**src/rtl/inst_fetch_controller_if.sv**
```systemverilog
// Fetch controller bus: instruction memory port, redirect input, decode
// stream and status outputs. The master side is the fetch controller.
interface inst_fetch_controller_if #(
  parameter int ADDR_W = 64
);
  logic              fetch_en;
  logic [ADDR_W-1:0] Inst_Address;
  logic [31:0]       Instruction;
  logic              redirect_valid;
  logic [ADDR_W-1:0] redirect_pc;
  logic              out_valid;
  logic              out_ready;
  logic [31:0]       out_inst;
  logic [ADDR_W-1:0] out_pc;
  logic              align_err;
  logic [31:0]       fetch_count;

  modport master (
    input  fetch_en,
    output Inst_Address,
    input  Instruction,
    input  redirect_valid,
    input  redirect_pc,
    output out_valid,
    input  out_ready,
    output out_inst,
    output out_pc,
    output align_err,
    output fetch_count
  );

  modport slave (
    output fetch_en,
    input  Inst_Address,
    output Instruction,
    output redirect_valid,
    output redirect_pc,
    input  out_valid,
    output out_ready,
    input  out_inst,
    input  out_pc,
    input  align_err,
    input  fetch_count
  );
endinterface

```
**src/rtl/inst_fetch_controller.sv**
```systemverilog
// Instruction fetch controller: owns the PC, reads one 32-bit word per cycle
// from a combinational instruction memory and queues {word, pc} in a 2-entry
// FIFO that feeds decode. The FIFO head lives in the out_inst/out_pc
// registers and a single second-entry register sits behind it. Redirects
// flush the FIFO and restart fetch; a misaligned redirect parks the block in
// ERROR until an aligned redirect arrives.
module inst_fetch_controller #(
  parameter int                ADDR_W   = 64,
  parameter logic [ADDR_W-1:0] RESET_PC = '0,
  parameter int                DEPTH    = 2
) (
  input  logic                   clk,
  input  logic                   reset,
  inst_fetch_controller_if.master bus
);

  localparam logic [1:0] IDLE  = 2'd0;
  localparam logic [1:0] FETCH = 2'd1;
  localparam logic [1:0] FULL  = 2'd2;
  localparam logic [1:0] ERROR = 2'd3;

  localparam logic [1:0] DEPTH_CNT = DEPTH[1:0];

  logic [ADDR_W-1:0] pc;
  logic [1:0]        state;
  logic [1:0]        state_next;
  logic [1:0]        count;
  logic [1:0]        count_next;
  logic [31:0]       head_inst;
  logic [ADDR_W-1:0] head_pc;
  logic [31:0]       second_inst;
  logic [ADDR_W-1:0] second_pc;
  logic [31:0]       fetch_count;
  logic              align_err;
  logic              push;
  logic              pop;
  logic              misaligned;

  assign bus.Inst_Address = pc;
  assign bus.out_valid    = (count != 2'd0);
  assign bus.out_inst     = head_inst;
  assign bus.out_pc       = head_pc;
  assign bus.align_err    = align_err;
  assign bus.fetch_count  = fetch_count;

  assign pop        = bus.out_valid & bus.out_ready;
  assign misaligned = (bus.redirect_pc[1:0] != 2'b00);

  // A word is pushed only while fetching with room, where a same-cycle pop
  // frees room in a full FIFO; a redirect suppresses the push.
  always_comb begin
    push = 1'b0;
    if (!bus.redirect_valid && bus.fetch_en &&
        (state == FETCH || state == FULL) &&
        (count != DEPTH_CNT || pop)) begin
      push = 1'b1;
    end
  end

  // Occupancy for next cycle; a redirect flushes everything.
  always_comb begin
    count_next = count;
    if (bus.redirect_valid) begin
      count_next = 2'd0;
    end else begin
      count_next = count + {1'b0, push} - {1'b0, pop};
    end
  end

  // Next-state decode with redirect taking priority over all other moves.
  always_comb begin
    state_next = state;
    if (bus.redirect_valid) begin
      if (misaligned) begin
        state_next = ERROR;
      end else if (bus.fetch_en) begin
        state_next = FETCH;
      end else begin
        state_next = IDLE;
      end
    end else begin
      case (state)
        IDLE: begin
          if (bus.fetch_en) state_next = FETCH;
        end
        FETCH: begin
          if (!bus.fetch_en) begin
            state_next = IDLE;
          end else if (count_next == DEPTH_CNT) begin
            state_next = FULL;
          end
        end
        FULL: begin
          if (pop) state_next = FETCH;
        end
        ERROR: begin
          state_next = ERROR;
        end
        default: state_next = IDLE;
      endcase
    end
  end

  // Control registers: PC, state, occupancy, alignment flag and pop counter.
  always_ff @(posedge clk or negedge reset) begin
    if (!reset) begin
      pc          <= RESET_PC;
      state       <= IDLE;
      count       <= 2'd0;
      align_err   <= 1'b0;
      fetch_count <= 32'd0;
    end else begin
      state <= state_next;
      count <= count_next;
      if (pop) begin
        fetch_count <= fetch_count + 32'd1;
      end
      if (bus.redirect_valid) begin
        pc        <= bus.redirect_pc;
        align_err <= misaligned;
      end else if (push) begin
        pc <= pc + ADDR_W'(4);
      end
    end
  end

  // FIFO data: the head register feeds decode directly, the second register
  // holds the next word and shifts forward when the head is consumed.
  always_ff @(posedge clk or negedge reset) begin
    if (!reset) begin
      head_inst   <= 32'd0;
      head_pc     <= '0;
      second_inst <= 32'd0;
      second_pc   <= '0;
    end else if (!bus.redirect_valid) begin
      if (push && (count == 2'd0 || (count == 2'd1 && pop))) begin
        head_inst <= bus.Instruction;
        head_pc   <= pc;
      end else if (pop && count == 2'd2) begin
        head_inst <= second_inst;
        head_pc   <= second_pc;
      end
      if (push && ((count == 2'd1 && !pop) || (count == 2'd2 && pop))) begin
        second_inst <= bus.Instruction;
        second_pc   <= pc;
      end
    end
  end

endmodule
```
**src/flat_wrapper.sv**
```systemverilog
// flat-port wrapper written by rule: the top's interface ports become plain ports
module inst_fetch_controller_flat 
#(
  parameter int                ADDR_W   = 64,
  parameter logic [ADDR_W-1:0] RESET_PC = '0,
  parameter int                DEPTH    = 2
)
  (clk, reset, bus_fetch_en, bus_Inst_Address, bus_Instruction, bus_redirect_valid, bus_redirect_pc, bus_out_valid, bus_out_ready, bus_out_inst, bus_out_pc, bus_align_err, bus_fetch_count);
  inst_fetch_controller_if #(.ADDR_W(ADDR_W)) bus_i ();
  input  logic clk;
  input  logic reset;
  input wire logic [$bits(bus_i.fetch_en)-1:0] bus_fetch_en;
  output wire logic [$bits(bus_i.Inst_Address)-1:0] bus_Inst_Address;
  input wire logic [$bits(bus_i.Instruction)-1:0] bus_Instruction;
  input wire logic [$bits(bus_i.redirect_valid)-1:0] bus_redirect_valid;
  input wire logic [$bits(bus_i.redirect_pc)-1:0] bus_redirect_pc;
  output wire logic [$bits(bus_i.out_valid)-1:0] bus_out_valid;
  input wire logic [$bits(bus_i.out_ready)-1:0] bus_out_ready;
  output wire logic [$bits(bus_i.out_inst)-1:0] bus_out_inst;
  output wire logic [$bits(bus_i.out_pc)-1:0] bus_out_pc;
  output wire logic [$bits(bus_i.align_err)-1:0] bus_align_err;
  output wire logic [$bits(bus_i.fetch_count)-1:0] bus_fetch_count;
  assign bus_i.fetch_en = bus_fetch_en;
  assign bus_Inst_Address = bus_i.Inst_Address;
  assign bus_i.Instruction = bus_Instruction;
  assign bus_i.redirect_valid = bus_redirect_valid;
  assign bus_i.redirect_pc = bus_redirect_pc;
  assign bus_out_valid = bus_i.out_valid;
  assign bus_i.out_ready = bus_out_ready;
  assign bus_out_inst = bus_i.out_inst;
  assign bus_out_pc = bus_i.out_pc;
  assign bus_align_err = bus_i.align_err;
  assign bus_fetch_count = bus_i.fetch_count;
  inst_fetch_controller #(.ADDR_W(ADDR_W), .RESET_PC(RESET_PC), .DEPTH(DEPTH)) u_core (.clk(clk), .reset(reset), .bus(bus_i));
endmodule
```
**config.mk**
```make
export PLATFORM = sky130hd
export DESIGN_NAME = inst_fetch_controller_flat
export DESIGN_NICKNAME = d
export VERILOG_FILES = /design/src/rtl/inst_fetch_controller_if.sv /design/src/rtl/inst_fetch_controller.sv /design/src/flat_wrapper.sv
export SDC_FILE = /design/constraint.sdc
export NUM_CORES = 1
export LEC_CHECK = 0
export ABC_AREA = 1
export CORE_MARGIN = 10
export CORE_UTILIZATION = 35
export DETAILED_ROUTE_END_ITERATION = 8
export PLACE_DENSITY = 0.62
export SETUP_SLACK_MARGIN = 0.05
export SLEW_MARGIN = 10
export SYNTH_ARGS = -nofsm -noshare
export SYNTH_HDL_FRONTEND = slang
export SYNTH_SLANG_ARGS = --single-unit
```
**constraint.sdc**
```tcl
create_clock -name clk -period 2.69 [get_ports clk]
set_input_delay 0.538 -clock clk [delete_from_list [all_inputs] [get_ports clk]]
set_output_delay 0.538 -clock clk [all_outputs]
set_load 0.005 [all_outputs]
```
==> flow_summary.ini, run 1 <==
[placed_design]
gp_congestion = 0.908
port_buffers = 294
dpl.hpwl_microns = 37800
preCtsSetupSlack_ns = 0.0991

[timing]
hold_viol_final = 0
skew_ns = 0.0141
fin_tns_setup_ns = 0
rsz0062_at_grt = false
worst_pin_slew_ns = 0.658
fmax_mhz = 434
worst_slew_margin_rel_pct = 56.2
fin_crit_ns = 2.30
fin_crit_sh_pct = 85.6
finalMaxSlewViolations = 0
setup_viol = 0
layout_setup_ws_ns = 0.387

[floorplan]
dieArea_sq_um = 50400
num_rows = 74
pin_count = 295
core_sq_um = 41100
initial_core_util_pct = 35.6
fp.dieW_microns = 224
dieHeight_microns = 224

[logic_synthesis]
synth_edf_count = 0
yosys.area.top_type = dfrtp_1
synth-async-reset-ratio_pct = 100
postSynthCellCount = 1831
synth_fp_nets = 1941
syn-cell-area_sq_um = 14600
ys_warn_count = 0
seq_area_frac_synth_pct = 50.1
synth.distinct_cells = 42
yosysTopAreaCellShare_pct = 50.1
avgSynthCellArea_sq_um = 7.99
ys.flop_type = dfrtp_1
netlist_top_cells_area = dfrtp_1 50%, nand2_1 15%, nor2_1 5.8%, a31oi_1 4.1%, o21ai_0 3.8%
ys_ff_latch = 293

[clocking]
cts.repair.resized = 0
clockBufferDepth = 3
clock-sinks = 293
cts_hold_buf = 1
post_cts_buffers = 0
root_buffer = clkbuf_16
htreeDepth = 2
clock_latency_ns = 0.54
cts.clk_slew.worst_paths_ns = 0.06
cts_buffers = 36
cts_tree = built

[finish]
syn2layout_area_growth_pct = 32.9
mostFrequentLayoutCells = 596 x nand2_1, 293 x dfrtp_1, 292 x clkdlybuf4s50_1
final_common_cell = nand2_1
seqCellArea_sq_um = 7330
multiInputGateArea_sq_um = 6340
nFillCells = 4033
drive_above_1_share_pct = 6.51
nets = 2235

[routing]
wl_per_cell_microns = 19.0
drt_iter0_markers = 1050
drc = 0
vias_per_cell = 4.99
ant_nets = 0
first_pass_iters = 5
via_count = 13381
drt_wl_total_microns = 50900

[setup_path]
cp.arrival_ns = 2.77
path_class = reg -> reg
startpoint_type = register
cp.required_ns = 3.16
cp_max_fo = 6
r2r_slack_ns = 0.39
cp-end-kind = register

[global_routing]
grtUsageTotal_pct = 20.0
grt_start_max_net_pins = 97
grt_pass1_vias = 13292
overflow = 0
antenna_found_initial = 2
grt_pass1_wl_microns = 79700

[power]
p_leak_nw = 8.50
ir_drop_mv = 0.359
power.density_nw_per_um2 = 973

[run_status]
status = finished clean

[job]
cap_violations = 0

[hold_path]
min_path_type = reg -> reg
-- where the power goes --
group	leakage, nW	internal, W	switching [W]
logic	4.32	0.00349	0.00323
registers	3.63	0.00610	0.00136
clock network	0.552	0.00282	0.00191
-- stage by stage --
| step | power (W) | instances | hold slack, ns | utilization, % | cell area [sq um] |
|---|---|---|---|---|---|
| floorplan | 0.0104 | 1831 | 0.242 | - | 14600 |
| global placement | 0.0141 | 2618 | 0.466 | 44.5 | 18300 |
| detailed placement | 0.0143 | 2618 | 0.473 | 44.5 | 18300 |
| CTS | 0.0192 | 2681 | 0.487 | 47.3 | 19400 |
| global route | 0.0203 | 2682 | 0.498 | 47.3 | 19400 |
| finish | 0.0189 | 2683 | 0.482 | 47.3 | 19400 |
-- final cells by class --
type / count / share of cell area, %
flip-flops and latches: 293 / 37.7
multi-input cells: 1311 / 32.6
repair buffers: 334 / 17.5
clock buffers: 51 / 5.24
well taps: 532 / 3.42
inverters: 149 / 2.88
clock inverters: 11 / 0.566
diodes: 2 / 0.0257
-- kinds of logic after synthesis --
logic type      share of synthesized area, %
simple gates                            26.4
buf+inv                                 6.64
flops                                   50.1
mux                                     2.69
fa+ha+maj                              0.770
compound gates                          10.2
xor+xnor                                3.17
-- metal layers --
| metal | global-route usage [%] | routed length (microns) | up-vias |
|---|---|---|---|
| li1 | - | - | 6506 |
| met1 | 26.6 | 22700 | 6441 |
| met2 | 31.7 | 23500 | 361 |
| met3 | 5.15 | 3530 | 73 |
| met4 | 5.51 | 1220 | 0 |
| met5 | 0 | 0 | - |
-- sequential cells by signal, indices dropped and copies added, names as in the netlist --
signal,count
u_core.bus.out_pc,64
u_core.second_pc,64
u_core.bus.out_inst,32
u_core.bus.Inst_Address,64
u_core.state,2
u_core.count,2
u_core.second_inst,32
u_core.bus.align_err,1
u_core.bus.fetch_count,32
-- synthesized netlist by cell type, types with 2 or more instances --
cell,count
a21oi_1,2
a31oi_1,96
and2_1,4
and3_1,2
buf_1,4
buf_2,26
buf_6,11
clkbuf_1,36
dfrtp_1,293
ha_1,9
inv_1,143
inv_2,5
mux2_1,7
mux2_2,28
nand2_1,596
nand2_2,2
nand3_1,83
nand3b_1,2
nand4_1,21
nor2_1,225
nor2_2,5
nor3_1,14
nor3_2,2
nor4_1,2
o211ai_1,8
o21ai_0,110
o21ai_1,9
o21bai_1,16
o221ai_1,6
xnor2_1,14
xor2_1,39
-- worst max-delay path, stage by stage (launching register included) --
cell and delay [ns]:
dfrtp_1 0.45, ha_1 0.21, nand2_1 0.07, nor2_1 0.19
buf_4 0.16, nand3_1 0.20, nor2_1 0.53, nand3_1 0.18
nand2_1 0.10, nand3_1 0.08, nand3_1 0.08
-- final timing paths --
| check | from | endpoint | cells past startpoint |
|---|---|---|---|
| min in group asynchronous | reset | u_core.bus.out_pc[34] | 2 |
| setup / recovery | u_core.bus.Inst_Address[3] | u_core.bus.Inst_Address[52] | 10 |
| setup reg to reg | u_core.bus.Inst_Address[3] | u_core.bus.Inst_Address[52] | 10 |
| max in group asynchronous | reset | u_core.bus.fetch_count[9] | 3 |
| hold / removal | u_core.second_pc[46] | u_core.second_pc[46] | 2 |
| hold reg to reg | u_core.second_pc[46] | u_core.second_pc[46] | 2 |
(Power assumes the default switching activity.)
==> inputs of run 2 (changes only) <==
- CORE_UTILIZATION: 35 -> 64
- DONT_BUFFER_PORTS: not set -> 1
- PLACE_DENSITY: 0.62 -> 0.84
==> run 2 against run 1 <==
The run now ends with negative hold slack left. Hold slack lost 0.81 ns. Maximum frequency grew 3.7%. Non-clock buffer count shrank 312. Clock-buffer cell count shrank 9. Global-route usage grew 9.1 points. Critical path type unchanged. Critical endpoint is now u_core.bus.Inst_Address[48]. Largest cell class unchanged. Largest power group unchanged. Highest routed layer unchanged.
==> flow_summary.ini, run 2 (synthesis gave the netlist of run 1 again) <==
[routing]
drt_wl_total_microns = 43500
ant_nets = 0
via_count = 12662
drt_iter0_markers = 1390
vias_per_cell = 5.98
drc = 0
wl_per_cell_microns = 20.5
first_pass_iters = 7

[timing]
fin_crit_sh_pct = 82.6
fin_crit_ns = 2.22
finalMaxSlewViolations = 0
hold_viol_final = 293
setup_viol = 0
fin_tns_setup_ns = 0
fmax_mhz = 450
rsz0062_at_grt = false
skew_ns = 0.0123
worst_slew_margin_rel_pct = 55.7
hold_slack_ns = -0.333
worst_pin_slew_ns = 0.659

[clocking]
clock-sinks = 293
clockBufferDepth = 3
post_cts_buffers = 0
root_buffer = clkbuf_16
htreeDepth = 1
clock_latency_ns = 0.56
cts.repair.resized = 0
cts_tree = built
cts_buffers = 30
cts.clk_slew.worst_paths_ns = 0.06

[global_routing]
grt_pass1_vias = 12091
overflow = 0
grt_pass1_wl_microns = 68000
grtUsageTotal_pct = 29.1
grt_start_max_net_pins = 294
antenna_found_initial = 1

[floorplan]
fp.dieW_microns = 171
core_sq_um = 22600
dieArea_sq_um = 29300
num_rows = 55
dieHeight_microns = 171
pin_count = 295
initial_core_util_pct = 64.8

[setup_path]
crit_top_cell = nand3_1
crit_chain = nand2_1, nor2_1, and2_1, nand3_1, inv_1, nand3_1, nand3_1, nand2_1
cp_top_family = simple AND/OR/NAND/NOR gates
max_stage_delay_ns = 0.55
cp.arrival_ns = 2.66
path_class = reg -> reg
startpoint_type = register
cpMaxStageDelayCell = dfrtp_1
cp-end-kind = register
cp.required_ns = 3.13
rr_endpoint = u_core.bus.Inst_Address[48]
cp_max_fo = 6
r2r_slack_ns = 0.47
cp_num_buf_inv = 1
r2r_start = u_core.bus.Inst_Address[28]
r2r_cells = 8

[finish]
nets = 1917
drive_above_1_share_pct = 6.61
nFillCells = 1787
mostFrequentLayoutCells = 596 x nand2_1, 293 x dfrtp_1, 225 x nor2_1
syn2layout_area_growth_pct = 8.11
final_common_cell = nand2_1

[run_status]
status = finished, violations left
violations = negative hold slack

[job]
cap_violations = 0

[placed_design]
gp_congestion = 0.970
port_buffers = 0
dpl.hpwl_microns = 31100

[power]
power.density_nw_per_um2 = 1010
p_leak_nw = 7.17
p_total_w = 0.0160
ir_drop_mv = 0.674

[hold_path]
min_path_type = in -> async
==> run 2: cell types whose count changed in the layout (fill, tap and decap cells not counted), moves of 4 or more <==
cell | before | now
clkdlybuf4s50_1 | 292 | 0
clkbuf_16 | 37 | 30
buf_12 | 13 | 5
clkbuf_1 | 10 | 4
clkbuf_8 | 4 | 8
buf_4 | 26 | 17
==> run 2: stage by stage <==
| stage | instance area (sq um) | utilization (%) | setup slack (ns) | cells | hold WS [ns] |
|---|---|---|---|---|---|
| 3_3_place_gp | 14800 | 65.6 | 0.614 | 2060 | 0.252 |
| 6_report | 15800 | 70.1 | 0.469 | 2117 | -0.333 |
| 5_1_grt | 15800 | 70.1 | 0.327 | 2117 | -0.352 |
| 3_5_place_dp | 14800 | 65.6 | 0.549 | 2060 | 0.251 |
| 2_1_floorplan | 14600 | - | 0.624 | 1831 | 0.242 |
| 4_1_cts | 15800 | 70.1 | 0.519 | 2116 | -0.342 |
==> run 2: worst register-to-register path, cell delays in order, from the launching register on <==
cell and delay (ns):
dfrtp_1 0.55, nand2_1 0.14, nor2_1 0.38, and2_1 0.27, nand3_1 0.30, inv_1 0.23, nand3_1 0.10, nand3_1 0.10
nand2_1 0.05
==> run 2: report_power, final <==
group          switching [W]  total, W  internal (W)  leakage, nW
registers            0.00176   0.00786       0.00610         3.63
logic                0.00238   0.00396       0.00158         3.05
clock network        0.00178   0.00415       0.00237        0.489
==> run 2: cell type report <==
class	count	area [sq um]	share of cell area [%]
multi-input cells	1311	6340	40.1
clock inverters	14	121	0.767
clock buffers	42	876	5.54
flip-flops and latches	293	7330	46.4
diodes	1	2.50	0.0158
inverters	149	561	3.54
well taps	285	357	2.25
repair buffers	22	228	1.44
==> run 2: per-layer routing <==
metal / vias to the layer above / GRT usage, % / part of all wire, %
met5: - / 0 / 0
li1: 5895 / - / -
met4: 0 / 8.43 / 2.9
met1: 6078 / 38.4 / 40
met3: 86 / 8.41 / 11
met2: 603 / 46.0 / 46
==> run 2: worst max path at each step <==
| stage | start | to | depth (start not counted) |
|---|---|---|---|
| 3_5_place_dp | u_core.bus.Inst_Address[3] | u_core.bus.Inst_Address[50] | 10 |
| 2_1_floorplan | u_core.state[0] | u_core.state[0] | 14 |
| 6_report | u_core.bus.Inst_Address[28] | u_core.bus.Inst_Address[48] | 8 |
| 5_1_grt | u_core.state[0] | u_core.state[1] | 13 |
| 3_3_place_gp | bus_out_ready | u_core.bus.fetch_count[20] | 9 |
| 4_1_cts | u_core.bus.Inst_Address[3] | u_core.bus.Inst_Address[50] | 10 |
